<file path="config.mk">
export PLATFORM = sky130hd
export DESIGN_NAME = otter_cu_fsm_gen
export DESIGN_NICKNAME = d
export VERILOG_FILES = /design/src/rtl/otter_cu_pkg.sv /design/src/rtl/otter_irq_arbiter.sv /design/src/rtl/otter_cu_fsm_gen.sv
export SDC_FILE = /design/constraint.sdc
export NUM_CORES = 1
export LEC_CHECK = 0
export CORE_MARGIN = 10
export CORE_UTILIZATION = 60
export DETAILED_ROUTE_END_ITERATION = 10
export DONT_BUFFER_PORTS = 1
export HOLD_SLACK_MARGIN = 0.06
export PLACE_DENSITY = 0.76
export SYNTH_ARGS = -nofsm -noshare
export SYNTH_HDL_FRONTEND = slang
export SYNTH_SLANG_ARGS = --single-unit
</file>
<file path="constraint.sdc">
create_clock -name CU_CLK -period 3.3 [get_ports CU_CLK]
set_input_delay 0.33 -clock CU_CLK [delete_from_list [all_inputs] [get_ports CU_CLK]]
set_output_delay 0.33 -clock CU_CLK [all_outputs]
set_load 0.01 [all_outputs]
</file>
<file path="src/rtl/otter_cu_pkg.sv">
// Shared definitions for the OTTER control-unit FSM.
// Holds the opcode and SYSTEM funct3 encodings, the FSM state encoding,
// the trap-cause codes, the MRET func12 value and a width helper used
// to size the interrupt-id buses.
package otter_cu_pkg;

    // RV32I major opcodes seen by the control unit
    typedef enum logic [6:0] {
        OPC_LOAD     = 7'b0000011,
        OPC_MISC_MEM = 7'b0001111,
        OPC_OP_IMM   = 7'b0010011,
        OPC_AUIPC    = 7'b0010111,
        OPC_STORE    = 7'b0100011,
        OPC_OP       = 7'b0110011,
        OPC_LUI      = 7'b0110111,
        OPC_BRANCH   = 7'b1100011,
        OPC_JALR     = 7'b1100111,
        OPC_JAL      = 7'b1101111,
        OPC_SYSTEM   = 7'b1110011
    } opcode_t;

    // funct3 values under the SYSTEM opcode; PRIV covers ECALL/EBREAK/MRET
    typedef enum logic [2:0] {
        F3_PRIV   = 3'b000,
        F3_CSRRW  = 3'b001,
        F3_CSRRS  = 3'b010,
        F3_CSRRC  = 3'b011,
        F3_CSRRWI = 3'b101,
        F3_CSRRSI = 3'b110,
        F3_CSRRCI = 3'b111
    } funct3_system_t;

    // FETCH is encoded as zero so a cleared register lands in FETCH
    typedef enum logic [2:0] {
        ST_FETCH   = 3'd0,
        ST_EXECUTE = 3'd1,
        ST_WB      = 3'd2,
        ST_INTER   = 3'd3,
        ST_TRAP    = 3'd4
    } state_t;

    localparam logic [1:0] TRAP_NONE  = 2'b00;
    localparam logic [1:0] TRAP_FETCH = 2'b01;
    localparam logic [1:0] TRAP_LOAD  = 2'b10;
    localparam logic [1:0] TRAP_STORE = 2'b11;

    localparam logic [11:0] FUNC12_MRET = 12'h302;

    // Width of a channel index; a single channel still needs one bit
    function automatic int unsigned id_width(input int unsigned n);
        return (n > 1) ? $clog2(n) : 1;
    endfunction

endpackage

</file>
<file path="src/rtl/otter_irq_arbiter.sv">
// Interrupt pending register and fixed-priority selector.
// Ports:
//   CU_CLK, CU_RESET   clock and synchronous active-high reset
//   irq                level requests; each high bit sets its pending bit
//   irq_en             per-channel enable mask
//   clr, clr_id        clear the pending bit of channel clr_id this cycle
//   any                some enabled channel is pending (combinational)
//   sel_id             lowest-index enabled pending channel (combinational)
module otter_irq_arbiter
    import otter_cu_pkg::*;
#(
    parameter int unsigned NUM_IRQ = 4
) (
    input  logic                             CU_CLK,
    input  logic                             CU_RESET,
    input  logic [NUM_IRQ-1:0]               irq,
    input  logic [NUM_IRQ-1:0]               irq_en,
    input  logic                             clr,
    input  logic [id_width(NUM_IRQ)-1:0]     clr_id,
    output logic                             any,
    output logic [id_width(NUM_IRQ)-1:0]     sel_id
);

    localparam int unsigned ID_W = id_width(NUM_IRQ);

    logic [NUM_IRQ-1:0] pending_q;
    logic [NUM_IRQ-1:0] pending_d;
    logic [NUM_IRQ-1:0] clr_mask;
    logic [NUM_IRQ-1:0] req;

    // Clear is applied before the set, so a request in the clear cycle survives
    always_comb begin
        clr_mask  = clr ? (NUM_IRQ'(1) << clr_id) : '0;
        pending_d = (pending_q & ~clr_mask) | irq;
    end

    // A request raised this cycle already counts as pending for selection
    always_comb begin
        req    = (pending_q | irq) & irq_en;
        any    = |req;
        sel_id = '0;
        for (int i = int'(NUM_IRQ) - 1; i >= 0; i--) begin
            if (req[i]) begin
                sel_id = ID_W'(i);
            end
        end
    end

    // Pending register
    always_ff @(posedge CU_CLK) begin
        if (CU_RESET) begin
            pending_q <= '0;
        end else begin
            pending_q <= pending_d;
        end
    end

endmodule

</file>
<file path="src/rtl/otter_cu_fsm_gen.sv">
// OTTER multicycle control-unit FSM with interrupts and bus-timeout traps.
// Ports:
//   CU_CLK, CU_RESET              clock, synchronous active-high reset
//   CU_OPCODE/FUNC3/FUNC12        fields of the current instruction
//   MEM_VALID1, MEM_VALID2        fetch done / data access done
//   CU_IRQ, CU_IRQ_EN, CU_MIE     interrupt requests, channel mask, global enable
//   CU_PCWRITE .. CU_trapTaken    per-cycle control strobes (decoded from state)
//   CU_INT_ID                     channel being serviced, registered on INTER entry
//   CU_trapCause                  01 fetch, 10 load, 11 store timeout; held until next trap
module otter_cu_fsm_gen
    import otter_cu_pkg::*;
#(
    parameter int unsigned NUM_IRQ     = 4,
    parameter int unsigned MEM_TIMEOUT = 16
) (
    input  logic                          CU_CLK,
    input  logic                          CU_RESET,
    input  logic [6:0]                    CU_OPCODE,
    input  logic [2:0]                    CU_FUNC3,
    input  logic [11:0]                   CU_FUNC12,
    input  logic                          MEM_VALID1,
    input  logic                          MEM_VALID2,
    input  logic [NUM_IRQ-1:0]            CU_IRQ,
    input  logic [NUM_IRQ-1:0]            CU_IRQ_EN,
    input  logic                          CU_MIE,
    output logic                          CU_PCWRITE,
    output logic                          CU_REGWRITE,
    output logic                          CU_MEMWRITE,
    output logic                          CU_MEMREAD1,
    output logic                          CU_MEMREAD2,
    output logic                          CU_csrWrite,
    output logic                          CU_intTaken,
    output logic                          CU_trapTaken,
    output logic [id_width(NUM_IRQ)-1:0]  CU_INT_ID,
    output logic [1:0]                    CU_trapCause
);

    localparam int unsigned ID_W  = id_width(NUM_IRQ);
    localparam int unsigned CNT_W = (MEM_TIMEOUT > 1) ? $clog2(MEM_TIMEOUT) : 1;

    state_t            state_q;
    state_t            state_d;
    state_t            resume_state;
    logic [CNT_W-1:0]  wait_cnt_q;
    logic [CNT_W-1:0]  wait_cnt_d;
    logic [ID_W-1:0]   int_id_d;
    logic [1:0]        cause_d;
    logic [1:0]        wait_cause;
    logic              waiting;
    logic              irq_any;
    logic              irq_eligible;
    logic [ID_W-1:0]   irq_sel;
    logic              is_load;
    logic              is_store;
    logic              is_branch;
    logic              is_system;
    logic              is_mret;

    // Instruction decode
    assign is_load      = (CU_OPCODE == OPC_LOAD);
    assign is_store     = (CU_OPCODE == OPC_STORE);
    assign is_branch    = (CU_OPCODE == OPC_BRANCH);
    assign is_system    = (CU_OPCODE == OPC_SYSTEM);
    assign is_mret      = is_system && (CU_FUNC3 == F3_PRIV) && (CU_FUNC12 == FUNC12_MRET);

    assign irq_eligible = CU_MIE && irq_any;
    assign resume_state = irq_eligible ? ST_INTER : ST_FETCH;

    otter_irq_arbiter #(
        .NUM_IRQ (NUM_IRQ)
    ) u_irq_arbiter (
        .CU_CLK   (CU_CLK),
        .CU_RESET (CU_RESET),
        .irq      (CU_IRQ),
        .irq_en   (CU_IRQ_EN),
        .clr      (state_q == ST_INTER),
        .clr_id   (CU_INT_ID),
        .any      (irq_any),
        .sel_id   (irq_sel)
    );

    // State, wait counter, interrupt id and trap cause registers
    always_ff @(posedge CU_CLK) begin
        if (CU_RESET) begin
            state_q      <= ST_FETCH;
            wait_cnt_q   <= '0;
            CU_INT_ID    <= '0;
            CU_trapCause <= TRAP_NONE;
        end else begin
            state_q      <= state_d;
            wait_cnt_q   <= wait_cnt_d;
            CU_INT_ID    <= int_id_d;
            CU_trapCause <= cause_d;
        end
    end

    // Next-state, counter and strobe decode
    always_comb begin
        state_d      = state_q;
        wait_cnt_d   = '0;
        int_id_d     = CU_INT_ID;
        cause_d      = CU_trapCause;
        waiting      = 1'b0;
        wait_cause   = TRAP_FETCH;
        CU_PCWRITE   = 1'b0;
        CU_REGWRITE  = 1'b0;
        CU_MEMWRITE  = 1'b0;
        CU_MEMREAD1  = 1'b0;
        CU_MEMREAD2  = 1'b0;
        CU_csrWrite  = 1'b0;
        CU_intTaken  = 1'b0;
        CU_trapTaken = 1'b0;

        case (state_q)
            ST_FETCH: begin
                CU_MEMREAD1 = 1'b1;
                wait_cause  = TRAP_FETCH;
                if (MEM_VALID1) begin
                    state_d = ST_EXECUTE;
                end else begin
                    waiting = 1'b1;
                end
            end

            ST_EXECUTE: begin
                if (is_load) begin
                    CU_MEMREAD2 = 1'b1;
                    wait_cause  = TRAP_LOAD;
                    if (MEM_VALID2) begin
                        state_d = ST_WB;
                    end else begin
                        waiting = 1'b1;
                    end
                end else if (is_store) begin
                    CU_MEMWRITE = 1'b1;
                    wait_cause  = TRAP_STORE;
                    if (MEM_VALID2) begin
                        CU_PCWRITE = 1'b1;
                        state_d    = resume_state;
                    end else begin
                        waiting = 1'b1;
                    end
                end else begin
                    CU_PCWRITE  = 1'b1;
                    CU_REGWRITE = !(is_branch || is_mret);
                    CU_csrWrite = is_system && (CU_FUNC3 != F3_PRIV);
                    state_d     = resume_state;
                end
            end

            ST_WB: begin
                CU_REGWRITE = 1'b1;
                CU_PCWRITE  = 1'b1;
                state_d     = resume_state;
            end

            ST_INTER: begin
                CU_intTaken = 1'b1;
                CU_PCWRITE  = 1'b1;
                state_d     = ST_FETCH;
            end

            ST_TRAP: begin
                CU_trapTaken = 1'b1;
                CU_PCWRITE   = 1'b1;
                state_d      = ST_FETCH;
            end

            default: begin
                state_d = ST_FETCH;
            end
        endcase

        // Timeout is judged only when valid is still low, so a late valid wins
        if (waiting) begin
            if ((MEM_TIMEOUT != 0) && (wait_cnt_q == CNT_W'(MEM_TIMEOUT - 1))) begin
                state_d = ST_TRAP;
                cause_d = wait_cause;
            end else begin
                wait_cnt_d = wait_cnt_q + CNT_W'(1);
            end
        end

        if (state_d == ST_INTER && state_q != ST_INTER) begin
            int_id_d = irq_sel;
        end

        // While reset is held the strobes look like a quiet FETCH
        if (CU_RESET) begin
            CU_PCWRITE   = 1'b0;
            CU_REGWRITE  = 1'b0;
            CU_MEMWRITE  = 1'b0;
            CU_MEMREAD1  = 1'b1;
            CU_MEMREAD2  = 1'b0;
            CU_csrWrite  = 1'b0;
            CU_intTaken  = 1'b0;
            CU_trapTaken = 1'b0;
        end
    end

endmodule

</file>
# Word-level counts from Yosys, hierarchy flattened
# Index checks and enable logic that the tools add are counted.
dict set report totals {
  word_cells 87
  inputBits 35
  regBits 15
  output_inout_bits 12
}
dict set report op_classes {
  mux 48
  bitwise_logic 6
  n_shift 1
  n_eq_ne 12
  n_reduce_logical 14
  n_addsub 1
}
# cell n
set ops {}
lappend ops {{2-to-1 mux 1 bit} 28}
lappend ops {{2-to-1 mux 3 bit} 7}
lappend ops {{2-to-1 mux 2 bit} 8}
lappend ops {{equality test 7 bit (second input constant)} 2}
lappend ops {{equality test 12 x 10 -> 1 bit (second input constant)} 1}
lappend ops {{equality test 3 x 2 -> 1 bit (second input constant)} 3}
lappend ops {{one-hot mux 3 bit (3 select lines)} 1}
lappend ops {{bitwise AND 4 bit} 2}
lappend ops {{bitwise OR 4 bit} 2}
lappend ops {{equality test 7 x 2 -> 1 bit (second input constant)} 1}
lappend ops {{equality test 7 x 6 -> 1 bit (second input constant)} 1}
lappend ops {{logical NOT 3 bit} 2}
lappend ops {{one-hot mux 1 bit (2 select lines)} 3}
lappend ops {{OR reduction 3 bit} 2}
lappend ops {{logical AND 1 bit} 5}
lappend ops {{adder 4 x 1 -> 4 bit (second input constant)} 1}
lappend ops {{equality test 4 bit (second input constant)} 1}
lappend ops {{2-to-1 mux 4 bit} 1}
lappend ops {{NOT 4 bit} 1}
lappend ops {{OR reduction 4 bit} 1}
lappend ops {{<< shifter 1 x 2 -> 4 bit (first input constant)} 1}
lappend ops {{equality test 3 x 1 -> 1 bit (second input constant)} 1}
lappend ops {{equality test 3 bit (second input constant)} 1}
lappend ops {{inequality test 3 x 2 -> 1 bit (second input constant)} 1}
lappend ops {{5 further kinds} 5}

# Depth between registers and ports, before layout
dict set report logic_depth {
  word_depth 13
  ltp_mapped 6
  mapped_depth_nobuf 5
}

# By module
# From an unflattened synthesis, not the netlist that was laid out.
dict set report hier_totals {
  hier_cells 123
  area_unflattened_um2 973.4
}
# mod area_each_um2 cells_each n_inst seq_area_each_um2
set by_module_without_submodules {}
lappend by_module_without_submodules {otter_cu_fsm_gen 777.0 97 1 220.2}
lappend by_module_without_submodules {otter_irq_arbiter 196.4 26 1 80.1}

# Worst setup path after synthesis
# No wires, ideal clock.
dict set report synth_path {
  path_type {input to output}
  from {input port CU_FUNC12[5]}
  to {output port CU_REGWRITE}
  arrival_time_ns 1.458
  required_time_ns 2.970
  n_path_buf 0
  setup_slack_ns 1.512
  cell_stages 5
  path_cell_list {or4b_1 -> nor4_1 -> a31oi_1 -> o21a_1 -> o21a_1}
}
dict set report synth_via {
  elab_chain_len 8
}
# element line_no
set synth_lines {}
lappend synth_lines {{start, declared} otter_cu_fsm_gen.sv:20} ;# input logic [11:0] CU_FUNC12,
lappend synth_lines {{equality test 12 x 10 -> 1 bit} otter_cu_fsm_gen.sv:64} ;# assign is_mret = is_system && (CU_FUNC3 == F3_PRIV) && (CU_FUNC12 == FUNC12_MRET);
lappend synth_lines {{logical AND 1 bit} otter_cu_fsm_gen.sv:64}
lappend synth_lines {{logical OR 1 bit} otter_cu_fsm_gen.sv:145} ;# CU_REGWRITE = !(is_branch || is_mret);
lappend synth_lines {{logical NOT 1 bit} otter_cu_fsm_gen.sv:145}
lappend synth_lines {{2-to-1 mux 1 bit} otter_cu_fsm_gen.sv:134} ;# end else if (is_store) begin
lappend synth_lines {{2-to-1 mux 1 bit} otter_cu_fsm_gen.sv:126} ;# if (is_load) begin
lappend synth_lines {{one-hot mux 1 bit (2 select lines)} otter_cu_fsm_gen.sv:114} ;# case (state_q)
lappend synth_lines {{2-to-1 mux 1 bit} otter_cu_fsm_gen.sv:189} ;# if (CU_RESET) begin
lappend synth_lines {{end, declared} otter_cu_fsm_gen.sv:27} ;# output logic CU_REGWRITE,
# No other way between the ends.

# Worst setup path in the final report
dict set report layout_path {
  from {register state_q[0]}
  to {output port CU_csrWrite}
}
dict set report layout_via {
  elab_chain_len 3
}
# element line_no
set layout_lines {}
lappend layout_lines {{start, declared} otter_cu_fsm_gen.sv:41} ;# state_t state_q;
lappend layout_lines {{start signal, assigned} otter_cu_fsm_gen.sv:90} ;# state_q <= state_d;
lappend layout_lines {{equality test 3 x 1 -> 1 bit} otter_cu_fsm_gen.sv:114}
lappend layout_lines {{2-to-1 mux 1 bit} otter_cu_fsm_gen.sv:114}
lappend layout_lines {{2-to-1 mux 1 bit} otter_cu_fsm_gen.sv:189}
lappend layout_lines {{end, declared} otter_cu_fsm_gen.sv:31} ;# output logic CU_csrWrite,
# No other way between the ends.

==> results.tsv <==
metric	value	unit
status	finished, final reports clean	
rows	14	
timing.fmax	0.486	GHz
worstPathMaxFanout	11	
clk_pin_slew_worst_paths	80	ps
die-area	0.00360	mm²
top_usage_layer	met2	
cts_buffer_depth	2	
nets	159	
dpl.hpwl	2.01	mm
synth_warnings	0	
fp.dieW	60.0	µm
gp_congestion	0.798	
synth_area_leader_cell	dfxtp_1	
drc	0	
grt_start_max_net_pins	22	
drive_above_1_share	8.20	%
viasPerCell	6.36	
synth-seq-cells	15	
syn_to_final_growth	3.52	%
rsz0062_at_grt	false	
post-route-period-util	62.3	%
cp.required	2970	ps
ys.flop_type	dfxtp_1	
grt_pass1_vias	910	
diodes	0	
hold_path.class	in2reg	
pin_count	47	
min_from	CU_RESET	
num-fill-cells	132	
postCtsHoldBufs	0	
wl	2.41	mm
setup_violations	0	
synth_edf_count	0	
grt-ovfl-total	0	
synth_top_cell_area_share	31.3	%
finalPower	0.347	mW
numPortBuffers	0	
crit_path_end_kind	primary output	
syn-num-nets	157	
leakage	0.340	nW
cp_slowest_cell	dfxtp_1	
async_reset_ff_share	0	%
grt.met2_usage	24.1	%
finalMaxSlewViolations	0	
holdWs	103	ps
worstReg2RegStart	state_q[0]$_SDFF_PP0_	
power.density	350	mW/mm²
firstDrtPassIters	4	
cts_root_buffer	clkbuf_4	
synth.avg_cell_area	7.93	µm²
dp_slack	1440	ps
dr_total_vias	878	
fin_skew	4.83	ps
crit_type	reg2out	
cts-resized-gates	0	
clock-sinks	15	
r2r-end	CU_INT_ID[1]$_SDFFE_PP0P_	
detail-route-antenna-nets	0	
antenna_found_initial	0	
max_slew.worst_pin.slew	556	ps
synth_area	960	µm²
max_stage_delay	540	ps
use_met1	13.0	%
core	0.00151	mm²
min_path_cells	1	
finalHoldViolCount	0	
ir_drop	0.221	mV
grt_pass1_wl	3.96	mm
start_util	63.7	%
drt_iter0_markers	16	
die_height	60.0	µm
netlist_top_cells_area	dfxtp_1 31%, nor2_1 7.0%, a21oi_1 4.2%	
cts_tree	yes	
ff2ff_path_depth	5	
utilization	65.9	%
ff2ff_setup_slack	1480	ps
setup_ws	1240	ps
syn_inst	121	
clk_latency	280	ps
numCtsBuffers	3	
synth_seq_area_share	31.3	%
post_drt_wl_per_cell	17.4	µm
whs_endpoint	CU_trapCause[0]$_SDFFE_PP0P_	
track_usage	13.9	%
htreeDepth	1	
crit_chain	or3b_1 -> nor4_1	
critPathLaunchType	flip-flop	
critical_path_arrival	1730	ps
cap_violations	0	
grtUsageMet3	7.63	%
ys_types	41	
setup_tns	0	ps
slew_headroom	62.6	%
fin_crit	2060	ps
post_cts_buffers	0	
[Yosys cell counts (2+ instances only)]
| cell | instances |
|---|---|
| a21oi_1 | 8 |
| a31oi_1 | 5 |
| and3_1 | 2 |
| dfxtp_1 | 15 |
| inv_1 | 3 |
| mux2i_1 | 3 |
| nand2_1 | 10 |
| nand2b_1 | 5 |
| nand3_1 | 5 |
| nand3b_1 | 3 |
| nand4b_1 | 2 |
| nand4bb_1 | 2 |
| nor2_1 | 18 |
| nor2b_1 | 3 |
| nor3_1 | 3 |
| nor4_1 | 2 |
| nor4b_2 | 2 |
| o21a_1 | 2 |
| o21ai_1 | 5 |
| or3_1 | 2 |
[through the flow]
stage / area (µm²) / cells
2_1_floorplan: 960 / 121
3_3_place_gp: 967 / 134
3_5_place_dp: 967 / 134
4_1_cts: 993 / 138
5_1_grt: 993 / 138
6_report: 993 / 138
[kinds of logic after synthesis]
family          after synthesis  share of synthesized area (%)
buf+inv                       6                           2.48
simple gates                 68                           42.5
mux                           3                           3.13
xor+xnor                      2                           1.83
fa+ha+maj                     1                           1.30
compound gates               26                           17.5
flops                        15                           31.3
[how the worst max path moves through the flow]
stage / cells after the start / from / endpoint
2_1_floorplan: 5 / CU_FUNC12[5] / CU_REGWRITE
3_3_place_gp: 5 / CU_FUNC12[5] / CU_REGWRITE
3_5_place_dp: 5 / CU_FUNC12[5] / CU_REGWRITE
4_1_cts: 2 / state_q[0]$_SDFF_PP0_ / CU_csrWrite
5_1_grt: 2 / state_q[0]$_SDFF_PP0_ / CU_csrWrite
6_report: 2 / state_q[0]$_SDFF_PP0_ / CU_csrWrite
[flip-flops by register name, indices dropped and copies added, names as in the netlist]
name / flops
CU_INT_ID: 2
CU_trapCause: 2
state_q: 3
u_irq_arbiter.pending_q: 4
wait_cnt_q: 4
[cells in the final DEF, fill, tap and decap left out, types with 2 or more instances in the layout]
master and instances:
nand3_1 5, nor3_1 3, and3_1 2, a31oi_1 5
o21a_1 2, nand2b_1 5, mux2i_1 3, o21ai_1 5
inv_1 3, nand4bb_1 2, nand3b_1 3, a21oi_1 8
nor2_1 18, nor4b_2 2, nor2b_1 3, nand2_1 10
clkbuf_4 3, dfxtp_1 15, or3_1 2, nor4_1 2
nand4b_1 2
[power breakdown]
part           total, mW  switching, mW  internal, mW
clock              0.103         0.0560        0.0470
sequential         0.196        0.00801         0.188
combinational     0.0486         0.0259        0.0228
[layout make-up]
| cell class | count | area, µm² | share of cell area, % |
|---|---|---|---|
| Clock buffer | 4 | 26.3 | 2.64 |
| Inverter | 3 | 11.3 | 1.13 |
| Multi-Input combinational cell | 100 | 636 | 64.0 |
| Sequential cell | 15 | 300 | 30.2 |
| Tap cell | 16 | 20.0 | 2.02 |
[layer usage]
| layer | wire length (µm) | vias up |
|---|---|---|
| met5 | 0 | - |
| met4 | 25 | 0 |
| met3 | 376 | 4 |
| met2 | 1130 | 39 |
| met1 | 877 | 391 |
| li1 | - | 444 |
[worst max-delay path: cells and delay by family (launching register included)]
| family | cells | cell delay, ps |
|---|---|---|
| DFF | 1 | 540 |
| and+or+nand+nor | 2 | 910 |
Power figures use the tool's default switching activity.
